==> config.mk <==
export PLATFORM = sky130hd
export DESIGN_NAME = jk_reg_bank
export DESIGN_NICKNAME = d
export VERILOG_FILES = /design/src/rtl/jk_pkg.sv /design/src/rtl/jk_cell.sv /design/src/rtl/jk_reg_bank.sv
export SDC_FILE = /design/constraint.sdc
export NUM_CORES = 1
export LEC_CHECK = 0
export ABC_CLOCK_PERIOD_IN_PS = 1800
export CAP_MARGIN = 20
export CORE_MARGIN = 2
export CORE_UTILIZATION = 40
export DETAILED_ROUTE_END_ITERATION = 8
export HOLD_SLACK_MARGIN = 0.08
export PLACE_DENSITY = 0.77
export RECOVER_POWER = 50
export SKIP_CTS_REPAIR_TIMING = 1
export SYNTH_ARGS = -nofsm -noshare
export SYNTH_HDL_FRONTEND = slang
export SYNTH_HIERARCHICAL = 1
export SYNTH_SLANG_ARGS = --single-unit
==> constraint.sdc <==
create_clock -name clk -period 1.8 [get_ports clk]
set_input_delay 0.36 -clock clk [delete_from_list [all_inputs] [get_ports clk]]
set_output_delay 0.36 -clock clk [all_outputs]
set_load 0.05 [all_outputs]
==> src/rtl/jk_pkg.sv <==
// Shared definitions for the JK register bank.
// Holds the mode encoding and the single-bit JK next-state function.
package jk_pkg;

    localparam logic MODE_JK  = 1'b0;
    localparam logic MODE_CNT = 1'b1;

    // Classic JK characteristic equation expressed as a truth table.
    function automatic logic jk_next(input logic q, input logic j, input logic k);
        logic nxt;
        case ({j, k})
            2'b00:   nxt = q;
            2'b01:   nxt = 1'b0;
            2'b10:   nxt = 1'b1;
            2'b11:   nxt = ~q;
            default: nxt = q;
        endcase
        return nxt;
    endfunction

endpackage

==> src/rtl/jk_cell.sv <==
// One JK storage bit with parallel load, enable, counter-mode toggle input
// and a one-cycle change flag.
module jk_cell
    import jk_pkg::*;
#(
    parameter bit   NEG_EDGE = 1'b1,
    parameter logic RST_VAL  = 1'b0
) (
    input  logic clk,
    input  logic rst_n,
    input  logic en,
    input  logic mode,
    input  logic load,
    input  logic d,
    input  logic j,
    input  logic k,
    input  logic t,
    output logic q,
    output logic chg
);

    logic q_r;
    logic chg_r;
    logic j_eff_s;
    logic k_eff_s;
    logic q_next_s;
    logic chg_next_s;

    // Select the J/K drive and resolve load > enable > hold.
    always_comb begin
        j_eff_s    = j;
        k_eff_s    = k;
        q_next_s   = q_r;
        chg_next_s = 1'b0;
        if (mode == MODE_CNT) begin
            j_eff_s = t;
            k_eff_s = t;
        end else begin
            j_eff_s = j;
            k_eff_s = k;
        end
        if (load) begin
            q_next_s = d;
        end else if (en) begin
            q_next_s = jk_next(q_r, j_eff_s, k_eff_s);
        end else begin
            q_next_s = q_r;
        end
        chg_next_s = q_r ^ q_next_s;
    end

    // The active clock edge is fixed at elaboration time.
    generate
        if (NEG_EDGE) begin : g_neg
            // State and change flag, falling-edge variant.
            always_ff @(negedge clk or negedge rst_n) begin
                if (!rst_n) begin
                    q_r   <= RST_VAL;
                    chg_r <= 1'b0;
                end else begin
                    q_r   <= q_next_s;
                    chg_r <= chg_next_s;
                end
            end
        end else begin : g_pos
            // State and change flag, rising-edge variant.
            always_ff @(posedge clk or negedge rst_n) begin
                if (!rst_n) begin
                    q_r   <= RST_VAL;
                    chg_r <= 1'b0;
                end else begin
                    q_r   <= q_next_s;
                    chg_r <= chg_next_s;
                end
            end
        end
    endgenerate

    assign q   = q_r;
    assign chg = chg_r;

endmodule

==> src/rtl/jk_reg_bank.sv <==
// Bank of WIDTH JK cells usable as independent flip-flops or, in counter
// mode, as a synchronous up-counter built from a toggle-enable chain.
module jk_reg_bank
    import jk_pkg::*;
#(
    parameter int                 WIDTH    = 4,
    parameter bit                 NEG_EDGE = 1'b1,
    parameter logic [WIDTH-1:0]   RST_VAL  = {WIDTH{1'b0}}
) (
    input  logic             clk,
    input  logic             rst_n,
    input  logic             en,
    input  logic             mode,
    input  logic             load,
    input  logic [WIDTH-1:0] d,
    input  logic [WIDTH-1:0] j,
    input  logic [WIDTH-1:0] k,
    output logic [WIDTH-1:0] q,
    output logic [WIDTH-1:0] qbar,
    output logic [WIDTH-1:0] chg,
    output logic             tc
);

    logic [WIDTH-1:0] t_s;
    logic             tc_r;
    logic             tc_next_s;

    // Bit i toggles when every lower bit is one; bit 0 always toggles.
    assign t_s[0] = 1'b1;

    generate
        for (genvar gi = 1; gi < WIDTH; gi++) begin : g_tchain
            assign t_s[gi] = t_s[gi-1] & q[gi-1];
        end

        for (genvar gc = 0; gc < WIDTH; gc++) begin : g_cell
            jk_cell #(
                .NEG_EDGE (NEG_EDGE),
                .RST_VAL  (RST_VAL[gc])
            ) u_cell (
                .clk   (clk),
                .rst_n (rst_n),
                .en    (en),
                .mode  (mode),
                .load  (load),
                .d     (d[gc]),
                .j     (j[gc]),
                .k     (k[gc]),
                .t     (t_s[gc]),
                .q     (q[gc]),
                .chg   (chg[gc])
            );
        end
    endgenerate

    // Wrap is detected from the pre-edge value being all ones.
    always_comb begin
        tc_next_s = 1'b0;
        if (load) begin
            tc_next_s = 1'b0;
        end else if (en && (mode == MODE_CNT)) begin
            tc_next_s = &q;
        end else begin
            tc_next_s = 1'b0;
        end
    end

    generate
        if (NEG_EDGE) begin : g_tc_neg
            // Terminal-count pulse register, falling-edge variant.
            always_ff @(negedge clk or negedge rst_n) begin
                if (!rst_n) begin
                    tc_r <= 1'b0;
                end else begin
                    tc_r <= tc_next_s;
                end
            end
        end else begin : g_tc_pos
            // Terminal-count pulse register, rising-edge variant.
            always_ff @(posedge clk or negedge rst_n) begin
                if (!rst_n) begin
                    tc_r <= 1'b0;
                end else begin
                    tc_r <= tc_next_s;
                end
            end
        end
    endgenerate

    assign tc   = tc_r;
    assign qbar = ~q;

endmodule

==> results of run 1 <==
cell usage after synthesis, drive strengths merged:
| cell | count | area [um^2] |
|---|---|---|
| inv | 12 | 45.0 |
| nor2 | 1 | 3.75 |
| o21ai | 4 | 20.0 |
| buf | 1 | 7.51 |
| a2bb2oi | 4 | 35.0 |
| conb | 1 | 3.75 |
| a211oi | 4 | 30.0 |
| dfrtn | 9 | 225 |
| a221oi | 4 | 60.1 |
| mux2 | 8 | 105 |
| and3 | 5 | 56.3 |
| nand3 | 4 | 20.0 |
| nor4b | 1 | 23.8 |
| a21oi | 4 | 20.0 |
| nand2 | 1 | 3.75 |
cell families after synthesis:
kind of cell / count (synthesis)
AO/OA/AOI/OAI: 20
AND/OR/NAND/NOR: 12
multiplexers: 8
other: 1
buffers and inverters: 13
flip-flops: 9
metrics by stage:
step	cell area, um^2	setup TNS [ns]	utilization, %	setup slack (ns)	hold slack (ns)
CTS	1280	-11.16	84.3	-0.827	0.653
detailed placement	1260	-9.86	82.6	-1.11	0.649
global placement	1260	-9.32	82.6	-0.992	0.641
floorplan	672	-5.06	-	-0.605	0.592
==> impl_table.tex, run 1 <==
\begin{tabular}{lr}
\hline
Metric & Value \\
\hline
\multicolumn{2}{l}{\textbf{Floorplan}} \\
Die W & roughly 45 um \\
Effective utilization at floorplan & between 40\% and 50\% \\
Number of rows created at floorplan & 14 \\
Chip Height & about 45 um \\
Ports & 30 \\
\multicolumn{2}{l}{\textbf{Synth}} \\
Count of warnings emitted by yosys & 6 \\
Cell variety after synth & 16 \\
Simple logic cell fraction of the synthesized area & between 10\% and 20\% \\
Flop and latch count out of synthesis & 9 \\
Main combinational cell family by area after synthesis & compound AO/OA/AOI/OAI gates \\
Number of instances in the synthesized netlist & 63 \\
Adder-cell area share of the yosys netlist & 0\% \\
Area share of xor/xnor cells in the synthesized design & 0\% \\
Post-Synthesis Cell Area & about 660 um\^{}2 \\
Avg Cell Area, Syn & 10.5 um\^{}2 \\
Mux contribution to synthesized area & approximately 16\% \\
Complex-gate fraction of the synthesized area & between 20\% and 30\% \\
Sequential fraction of the synthesis area & 34.2\% \\
\multicolumn{2}{l}{\textbf{Clock tree}} \\
\# clock sinks & 9 \\
Number of buffers on the longest clock path & 2 \\
CTS root buf & clkbuf\_4 \\
CTS Buf Count & 3 \\
Total number of H-tree levels & 1 \\
\multicolumn{2}{l}{\textbf{Placement}} \\
Gpl congestion & 0.706 \\
Sum of net half-perimeters after detailed placement & 1470 um \\
Count of input and output buffers & 29 \\
Total instance count after detailed placement & 129 \\
\multicolumn{2}{l}{\textbf{Run status}} \\
Result of the run & aborted with a tool error \\
First Err & [ERROR DPL-0033] detailed placement checks failed during check placement. \\
Last flow stage reached & global routing \\
\multicolumn{2}{l}{\textbf{GRT}} \\
Pin count of the biggest net entering global routing & 14 \\
Number of antenna violations at the first check in global routing & 0 \\
\hline
\end{tabular}
==> inputs of run 2 (changes only) <==
--- a/config.mk
+++ b/config.mk
@@ -7,11 +7,10 @@
 export LEC_CHECK = 0
 export ABC_CLOCK_PERIOD_IN_PS = 1800
 export CAP_MARGIN = 20
-export CORE_MARGIN = 2
-export CORE_UTILIZATION = 40
+export CORE_AREA = 2 2 63 65
 export DETAILED_ROUTE_END_ITERATION = 8
-export HOLD_SLACK_MARGIN = 0.08
-export PLACE_DENSITY = 0.77
+export DIE_AREA = 0 0 65 67
+export PLACE_DENSITY_LB_ADDON = 0.15
 export RECOVER_POWER = 50
 export SKIP_CTS_REPAIR_TIMING = 1
 export SYNTH_ARGS = -nofsm -noshare
==> impl_table.tex, run 2 <==
\begin{tabular}{lr}
\hline
Metric & Value \\
\hline
\multicolumn{2}{l}{\textbf{Setup path}} \\
Register-to-Register Path Depth & 7 \\
Type of element launching the critical path & flip-flop \\
Category of the worst setup path capture point & primary output \\
Data required, critical path & 1.44 ns \\
Critical path type & flip-flop to primary output \\
Reg-to-Reg End & g\_cell[3].u\_cell/chg \\
Worst-case register-to-register setup slack & approximately 0.15 ns \\
Arrival time of the worst setup path & about 1.9 ns \\
Reg-to-Reg Start & g\_cell[1].u\_cell/q \\
Crit-path max FO & 4 \\
\multicolumn{2}{l}{\textbf{Power and ir drop}} \\
Reg power frac & 23.0\% \\
Leakage power of the design & a little over 0.8 nW \\
Power density over the cells & about 700 nW/um\^{}2 \\
Share of power burned in the clock network & between 20\% and 30\% \\
Net switching fraction of the power & about a third \\
Internal power component & 0.725 mW \\
Switching power & slightly below 0.4 mW \\
Portion of total power attributed to combinational logic & between 50\% and 60\% \\
Design Power & $\sim$1.1 mW \\
Largest voltage drop on the vdd net & 0.000264 V \\
\multicolumn{2}{l}{\textbf{Clock tree}} \\
Total number of H-tree levels & 1 \\
TritonCTS clock tree & done \\
Register clock-pin slew on the reported worst setup and hold paths & about 0.040 ns \\
CTS root buf & clkbuf\_8 \\
\# clock sinks & 9 \\
CTS Buf Count & 3 \\
Number of buffers on the longest clock path & 2 \\
Worst-skew pair later-pin latency & between 0.2 and 0.3 ns \\
\multicolumn{2}{l}{\textbf{Detailed routing}} \\
Wire per inst & about 12 um \\
DRC violations left & 0 \\
Vias per inst & 4.18 \\
Count of TritonRoute iterations in the first routing pass & 3 \\
Count of routing violations after the opening detailed-route iteration & 3 \\
Antenna Violating Nets Remaining & 0 \\
Total wire length after detailed routing & 2070 um \\
Via Count & about 740 \\
\multicolumn{2}{l}{\textbf{Synth}} \\
Sequential fraction of the synthesis area & 34.2\% \\
Count of warnings emitted by yosys & 6 \\
Async S/R FF share, synth & 100\% \\
Dominant cell type by area after synthesis & dfrtn\_1 \\
Cell variety after synth & 16 \\
Most common cell in the synthesized netlist & inv\_1 \\
Post-Synthesis Cell Area & 659 um\^{}2 \\
Most frequent cells after synthesis & inv\_1, dfrtn\_1, and3\_4 \\
Number of enable-type register cells in the synthesized netlist & 0 \\
Flop and latch count out of synthesis & 9 \\
Largest cells by area after synthesis & dfrtn\_1, a221oi\_2, mux2\_4 \\
Avg Cell Area, Syn & between 10 and 15 um\^{}2 \\
Top-area cell type share of the netlist area & around a third \\
Synth Flop Type & dfrtn\_1 \\
Number of instances in the synthesized netlist & 63 \\
\multicolumn{2}{l}{\textbf{Timing}} \\
Max-slew violations & 0 \\
Worst-case setup margin in the final layout & -0.435 ns \\
Endpoints failing setup & 21 \\
RSZ-0062 raised after global routing & true \\
Worst setup skew after layout & between 0.004 and 0.005 ns \\
Total Neg Setup Slack & -6.37 ns \\
Number of hold-slack violations in the final timing report & 0 \\
\multicolumn{2}{l}{\textbf{Cells and area}} \\
Leading cell types in the layout, fill and taps excluded & buf\_4, buf\_12, dlymetal6s2s\_1 \\
Number of diodes & 0 \\
Synthesis-to-layout area growth & 142\% \\
Design area & approximately 1600 um\^{}2 \\
Most frequent standard cell in the layout excluding fill and tap cells & buf\_4 \\
Layout cells sized above 1 & about three fifths \\
Post-layout net count & between 100 and 150 \\
Final cell count without fillers & approximately 180 \\
\multicolumn{2}{l}{\textbf{GRT}} \\
Global Route Usage Sum & 10.5\% \\
Pin count of the biggest net entering global routing & 16 \\
Overflow after GRT & 0 \\
Wire length of the first global-routing pass & about 3400 um \\
Number of antenna violations at the first check in global routing & 0 \\
Via count of the first global-routing pass & approximately 740 \\
\multicolumn{2}{l}{\textbf{Placement}} \\
Sum of net half-perimeters after detailed placement & 1540 um \\
Total instance count after detailed placement & 162 \\
Instance area at placement & between 1000 and 1500 um\^{}2 \\
Gpl congestion & between 0.6 and 0.7 \\
Count of input and output buffers & 29 \\
\multicolumn{2}{l}{\textbf{Min path}} \\
Sink of the worst hold path & tc \\
Min-Delay Path Class & flip-flop to flip-flop \\
Hold path depth & 3 \\
Start point of the worst hold path & g\_cell[3].u\_cell/q \\
\multicolumn{2}{l}{\textbf{Job}} \\
Number of maximum-capacitance constraint violations & 0 \\
\multicolumn{2}{l}{\textbf{Run status}} \\
Violations in the final reports & setup timing \\
Result of the run & finished with violations \\
\multicolumn{2}{l}{\textbf{Floorplan}} \\
Chip Height & about 67 um \\
DIE AREA & around 4400 um\^{}2 \\
Ports & 30 \\
Die W & $\sim$65 um \\
Core Footprint & between 3000 and 4000 um\^{}2 \\
Effective utilization at floorplan & a little under a fifth \\
Number of rows created at floorplan & 22 \\
\hline
\end{tabular}
-- run 2: area by class of cell --
| type | count | area, um^2 |
|---|---|---|
| timing repair buffer | 61 | 764 |
| clock buffer | 4 | 45.0 |
| sequential | 9 | 225 |
| fill | 349 | 2010 |
| tap | 48 | 60.1 |
| multi-input combinational | 42 | 453 |
| inverter | 12 | 45.0 |
-- run 2: metal layers --
metal | part of all wire [%] | track usage [%]
met1 | 44 | 13.0
met2 | 49 | 16.6
met3 | 6.0 | 3.04
met4 | 1.3 | 4.79
met5 | 0 | 0
-- run 2: power by group through the flow --
| stage | registers (mW) | logic [mW] | clock network (mW) |
|---|---|---|---|
| global placement | 0.257 | 0.552 | 0 |
| floorplan | 0.341 | 0.157 | 0 |
| CTS | 0.255 | 0.557 | 0.253 |
| finish | 0.258 | 0.618 | 0.244 |
| global route | 0.261 | 0.651 | 0.266 |
| detailed placement | 0.258 | 0.556 | 0 |
-- run 2: worst max-delay path, cell delays in order, from the launching register on --
cell and delay (ns):
dfrtn_1 0.46, buf_6 0.13, buf_12 0.12
-- run 2: worst max-delay path by stage --
stage,from,to
6_report,g_cell[0].u_cell/q,q[0]
4_1_cts,mode,g_cell[3].u_cell/q
3_5_place_dp,mode,g_cell[3].u_cell/q
5_1_grt,g_cell[0].u_cell/q,qbar[0]
2_1_floorplan,g_cell[3].u_cell/q,qbar[3]
3_3_place_gp,mode,g_cell[2].u_cell/q
-- run 2: stage by stage --
stage,setup slack (ns),hold WS [ns],utilization (%)
global placement,-0.929,0.654,36.9
finish,-0.435,0.683,44.2
detailed placement,-0.977,0.642,36.9
CTS,-0.707,0.646,38.2
global route,-0.473,0.727,44.2
floorplan,-0.605,0.592,-
-- run 2: kinds of logic after synthesis --
family          share of synthesized area, %
other cells                            0.569
buf+inv                                 7.97
simple gates                            16.3
flops                                   34.2
mux                                     15.9
compound gates                          25.0
Note: power is estimated with default switching activity, not from simulation.
==> inputs of run 3 (changes only) <==
--- a/config.mk
+++ b/config.mk
@@ -10,7 +10,7 @@
 export CORE_AREA = 2 2 63 65
 export DETAILED_ROUTE_END_ITERATION = 8
 export DIE_AREA = 0 0 65 67
-export PLACE_DENSITY_LB_ADDON = 0.15
+export PLACE_DENSITY_LB_ADDON = 0.08
 export RECOVER_POWER = 50
 export SKIP_CTS_REPAIR_TIMING = 1
 export SYNTH_ARGS = -nofsm -noshare
==> impl_table.tex, run 3 (synthesized netlist as in run 2, its figures left out) <==
\begin{tabular}{lr}
\hline
Metric & Value \\
\hline
\multicolumn{2}{l}{\textbf{Floorplan}} \\
Number of rows created at floorplan & 22 \\
DIE AREA & $\sim$4400 um\^{}2 \\
Die W & 65 um \\
Core Footprint & $\sim$3600 um\^{}2 \\
Chip Height & approximately 67 um \\
Ports & 30 \\
Effective utilization at floorplan & between 10\% and 20\% \\
\multicolumn{2}{l}{\textbf{GRT}} \\
Number of antenna violations at the first check in global routing & 0 \\
Pin count of the biggest net entering global routing & 15 \\
Met2 demand-to-capacity share in global routing & between 10\% and 20\% \\
Gr busiest metal & met2 \\
Global Route Usage Sum & a little under a tenth \\
Global Route met3 Usage & around 1.2\% \\
Overflow after GRT & 0 \\
Wire length of the first global-routing pass & approximately 3000 um \\
Fraction of met1 tracks used by global routing & 10.0\% \\
Via count of the first global-routing pass & between 600 and 700 \\
\multicolumn{2}{l}{\textbf{Cells and area}} \\
Area occupied by multi-input gates & about 460 um\^{}2 \\
Most frequent standard cell in the layout excluding fill and tap cells & buf\_4 \\
Final cell count without fillers & around 170 \\
Post-layout net count & between 100 and 150 \\
Synthesis-to-layout area growth & 138\% \\
Leading cell types in the layout, fill and taps excluded & buf\_4, buf\_12, inv\_1, dfrtn\_1, dlymetal6s2s\_1 \\
Final-layout fill cell count & approximately 350 \\
Number of diodes & 0 \\
Layout cells sized above 1 & about three fifths \\
Storage cell area & approximately 230 um\^{}2 \\
Final core area utilization & a little over two fifths \\
\multicolumn{2}{l}{\textbf{Detailed routing}} \\
Wire per inst & 13.0 um \\
Count of routing violations after the opening detailed-route iteration & 18 \\
Via Count & 723 \\
Total wire length after detailed routing & 2240 um \\
Count of TritonRoute iterations in the first routing pass & 4 \\
DRC violations left & 0 \\
Antenna Violating Nets Remaining & 0 \\
Vias per inst & 4.20 \\
\multicolumn{2}{l}{\textbf{Job}} \\
Number of maximum-capacitance constraint violations & 0 \\
\multicolumn{2}{l}{\textbf{Timing}} \\
Endpoints failing setup & 21 \\
RSZ-0062 raised after global routing & true \\
Worst-case setup margin in the final layout & -0.442 ns \\
Worst setup skew after layout & 0.00552 ns \\
Number of hold-slack violations in the final timing report & 0 \\
Max-slew violations & 0 \\
\multicolumn{2}{l}{\textbf{Power and ir drop}} \\
Power density over the cells & 707 nW/um\^{}2 \\
Largest voltage drop on the vdd net & between 0.0002 and 0.0003 V \\
Leakage power of the design & 0.788 nW \\
Design Power & $\sim$1.1 mW \\
\multicolumn{2}{l}{\textbf{Setup path}} \\
Highest-delay cell along the critical path & dfrtn\_1 \\
Crit-path max FO & 4 \\
Arrival time of the worst setup path & 1.88 ns \\
Critical path type & flip-flop to primary output \\
Maximum single-stage delay on the critical path & 0.48 ns \\
CP cell instances & buf\_6 > buf\_12 \\
Data required, critical path & about 1.4 ns \\
Type of element launching the critical path & flip-flop \\
Category of the worst setup path capture point & primary output \\
\multicolumn{2}{l}{\textbf{Run status}} \\
Result of the run & finished with violations \\
Violations in the final reports & setup timing \\
\multicolumn{2}{l}{\textbf{Placement}} \\
Count of input and output buffers & 29 \\
Sum of net half-perimeters after detailed placement & around 1500 um \\
Total instance count after detailed placement & approximately 160 \\
Gpl congestion & 0.731 \\
\multicolumn{2}{l}{\textbf{Clock tree}} \\
Number of buffers on the longest clock path & 2 \\
Worst-skew pair later-pin latency & around 0.25 ns \\
Total number of H-tree levels & 1 \\
Register clock-pin slew on the reported worst setup and hold paths & 0.04 ns \\
CTS root buf & clkbuf\_8 \\
TritonCTS clock tree & done \\
\# clock sinks & 9 \\
CTS Buf Count & 3 \\
\multicolumn{2}{l}{\textbf{Min path}} \\
Min-Delay Path Class & flip-flop to flip-flop \\
\hline
\end{tabular}
run 3: layout make-up:
cell class,instances,area share [%]
timing repair buffer,57,47.0
inverter,12,2.87
tap,48,3.83
sequential,9,14.4
multi-input combinational,42,29.1
clock buffer,4,2.87
run 3: metal layers:
layer  share of wire (%)  vias to the layer above
met4                 1.8                        0
li1                    -                      353
met3                 4.3                        2
met5                   0                        -
met1                  42                      348
met2                  52                       20
run 3: final timing paths:
| kind | from | endpoint | slack, ns | depth (start not counted) |
|---|---|---|---|---|
| worst max-delay path | g_cell[0].u_cell/q | q[0] | -0.44 | 2 |
| worst min-delay path | g_cell[3].u_cell/q | tc | 0.68 | 3 |
| worst max register to register | g_cell[1].u_cell/q | g_cell[2].u_cell/q | 0.35 | 6 |
| worst min register to register | g_cell[3].u_cell/q | tc | 0.68 | 3 |
| max in group asynchronous | rst_n | g_cell[2].u_cell/q | 0.27 | 2 |
| min in group asynchronous | rst_n | g_cell[1].u_cell/chg | 1.29 | 2 |
run 3: critical path, delay by kind of cell, from the launching register on:
kind | cells | cell delay, ns
flip-flops | 1 | 0.48
buffers and inverters | 2 | 0.25
run 3: where the power goes:
group	total, mW	switching [mW]	leakage (nW)	internal [mW]
Clock	0.238	0.0837	0.0228	0.155
Sequential	0.258	0.0258	0.106	0.232
Combinational	0.614	0.283	0.658	0.331
Total	1.11	0.393	0.788	0.717
run 3: metrics by stage:
step	worst slack (ns)	hold WS [ns]	cell area [um^2]	TNS [ns]
after floorplan	-0.605	0.592	672	-5.06
after global placement	-0.939	0.656	1330	-8.88
after detailed placement	-0.968	0.659	1330	-8.90
after CTS	-0.709	0.660	1380	-10.06
after global routing	-0.468	0.709	1570	-7.03
final	-0.442	0.677	1570	-6.54
==> inputs of run 4 (changes only) <==
--- a/config.mk
+++ b/config.mk
@@ -7,9 +7,9 @@
 export LEC_CHECK = 0
 export ABC_CLOCK_PERIOD_IN_PS = 1800
 export CAP_MARGIN = 20
-export CORE_AREA = 2 2 63 65
+export CORE_AREA = 3 3 64 66
 export DETAILED_ROUTE_END_ITERATION = 8
-export DIE_AREA = 0 0 65 67
+export DIE_AREA = 0 0 67 69
 export PLACE_DENSITY_LB_ADDON = 0.08
 export RECOVER_POWER = 50
 export SKIP_CTS_REPAIR_TIMING = 1
==> impl_table.tex, run 4 (synthesized netlist as in run 2, its figures left out) <==
\begin{tabular}{lr}
\hline
Metric & Value \\
\hline
\multicolumn{2}{l}{\textbf{Job}} \\
Number of maximum-capacitance constraint violations & 0 \\
\multicolumn{2}{l}{\textbf{Clock tree}} \\
CTS Buf Count & 3 \\
Worst-skew pair later-pin latency & 0.26 ns \\
Register clock-pin slew on the reported worst setup and hold paths & 0.04 ns \\
Total number of H-tree levels & 1 \\
Number of buffers on the longest clock path & 2 \\
\# clock sinks & 9 \\
CTS root buf & clkbuf\_8 \\
TritonCTS clock tree & done \\
\multicolumn{2}{l}{\textbf{Cells and area}} \\
Number of diodes & 0 \\
Leading cell types in the layout, fill and taps excluded & buf\_4, buf\_12, buf\_6 \\
Synthesis-to-layout area growth & 140\% \\
Most frequent standard cell in the layout excluding fill and tap cells & buf\_4 \\
Layout cells sized above 1 & roughly 63\% \\
Final core area utilization & a little over two fifths \\
Post-layout net count & approximately 150 \\
Design area & about 1600 um\^{}2 \\
\multicolumn{2}{l}{\textbf{GRT}} \\
Overflow after GRT & 0 \\
Wire length of the first global-routing pass & 3110 um \\
Global Route Usage Sum & around 8.9\% \\
Number of antenna violations at the first check in global routing & 0 \\
Via count of the first global-routing pass & $\sim$660 \\
Pin count of the biggest net entering global routing & 14 \\
\multicolumn{2}{l}{\textbf{Placement}} \\
Gpl congestion & 0.688 \\
Instance area at placement & between 1000 and 1500 um\^{}2 \\
Sum of net half-perimeters after detailed placement & approximately 1500 um \\
Count of input and output buffers & 29 \\
\multicolumn{2}{l}{\textbf{Power and ir drop}} \\
Power density over the cells & 702 nW/um\^{}2 \\
Leakage power of the design & between 0.8 and 0.9 nW \\
Largest voltage drop on the vdd net & 0.000241 V \\
\multicolumn{2}{l}{\textbf{Detailed routing}} \\
Count of routing violations after the opening detailed-route iteration & 10 \\
Antenna Violating Nets Remaining & 0 \\
Vias per inst & slightly above 4 \\
Total wire length after detailed routing & $\sim$2200 um \\
Wire per inst & between 10 and 15 um \\
Count of TritonRoute iterations in the first routing pass & 4 \\
Via Count & 722 \\
DRC violations left & 0 \\
\multicolumn{2}{l}{\textbf{Timing}} \\
RSZ-0062 raised after global routing & true \\
Number of hold-slack violations in the final timing report & 0 \\
Endpoints failing setup & 21 \\
Max-slew violations & 0 \\
Worst-case setup margin in the final layout & -0.441 ns \\
Worst setup skew after layout & between 0.0006 and 0.0007 ns \\
\multicolumn{2}{l}{\textbf{Min path}} \\
Min-Delay Path Class & flip-flop to flip-flop \\
\multicolumn{2}{l}{\textbf{Floorplan}} \\
Ports & 30 \\
Number of rows created at floorplan & 22 \\
Chip Height & approximately 70 um \\
Effective utilization at floorplan & between 10\% and 20\% \\
DIE AREA & 4620 um\^{}2 \\
Die W & roughly 67 um \\
Core Footprint & 3630 um\^{}2 \\
\multicolumn{2}{l}{\textbf{Setup path}} \\
Crit-path max FO & 4 \\
Data required, critical path & between 1 and 1.5 ns \\
Type of element launching the critical path & flip-flop \\
Category of the worst setup path capture point & primary output \\
Critical path type & flip-flop to primary output \\
Arrival time of the worst setup path & between 1.5 and 2 ns \\
Worst-case register-to-register setup slack & 0.28 ns \\
\multicolumn{2}{l}{\textbf{Run status}} \\
Violations in the final reports & setup timing \\
Result of the run & finished with violations \\
\hline
\end{tabular}
[run 4: cell count changes in the layout (fill, tap and decap cells not counted), sizes merged]
cell,previous run,this run
buf,39,44
clkbuf,8,6
dlymetal6s2s,9,10
[run 4: where the power goes]
group	internal (mW)	switching (mW)	leakage, nW
combinational	0.329	0.277	0.677
clock	0.155	0.0908	0.0228
sequential	0.232	0.0250	0.106
[run 4: path summary, 6_finish.rpt]
check / start / end / depth (start not counted)
setup / recovery: g_cell[0].u_cell/q / qbar[0] / 2
max in group asynchronous: rst_n / g_cell[2].u_cell/q / 2
hold reg to reg: g_cell[3].u_cell/q / g_cell[3].u_cell/chg / 3
min in group asynchronous: rst_n / g_cell[1].u_cell/chg / 2
hold / removal: g_cell[3].u_cell/q / g_cell[3].u_cell/chg / 3
setup reg to reg: g_cell[0].u_cell/q / g_cell[3].u_cell/chg / 6
[run 4: final cells by class]
| class | instances | area (um^2) |
|---|---|---|
| Timing Repair Buffer | 61 | 751 |
| Inverter | 12 | 45.0 |
| Multi-Input combinational cell | 42 | 455 |
| Sequential cell | 9 | 225 |
| Clock buffer | 4 | 45.0 |
| Tap cell | 48 | 60.1 |
| Fill cell | 376 | 2050 |
[run 4: metrics by stage]
step | hold WS (ns) | setup TNS, ns | cells | setup WS [ns] | power (mW)
final | 0.681 | -6.57 | 176 | -0.441 | 1.11
after global routing | 0.709 | -7.18 | 176 | -0.492 | 1.17
after CTS | 0.657 | -10.16 | 166 | -0.679 | 1.06
after detailed placement | 0.658 | -8.94 | 162 | -0.955 | 0.799
after global placement | 0.656 | -8.99 | 162 | -0.942 | 0.798
after floorplan | 0.592 | -5.06 | 64 | -0.605 | 0.498
[run 4: routing by layer]
metal,routed length (um),vias up,global-route usage [%]
met4,42,0,5.41
met1,932,334,10.8
met5,0,-,0
met3,171,3,2.77
met2,1060,26,13.5
li1,-,359,-
[run 4: critical path: stages, from the launching register on]
cell and delay, ns:
dfrtn_1 0.47, inv_1 0.09, buf_6 0.16
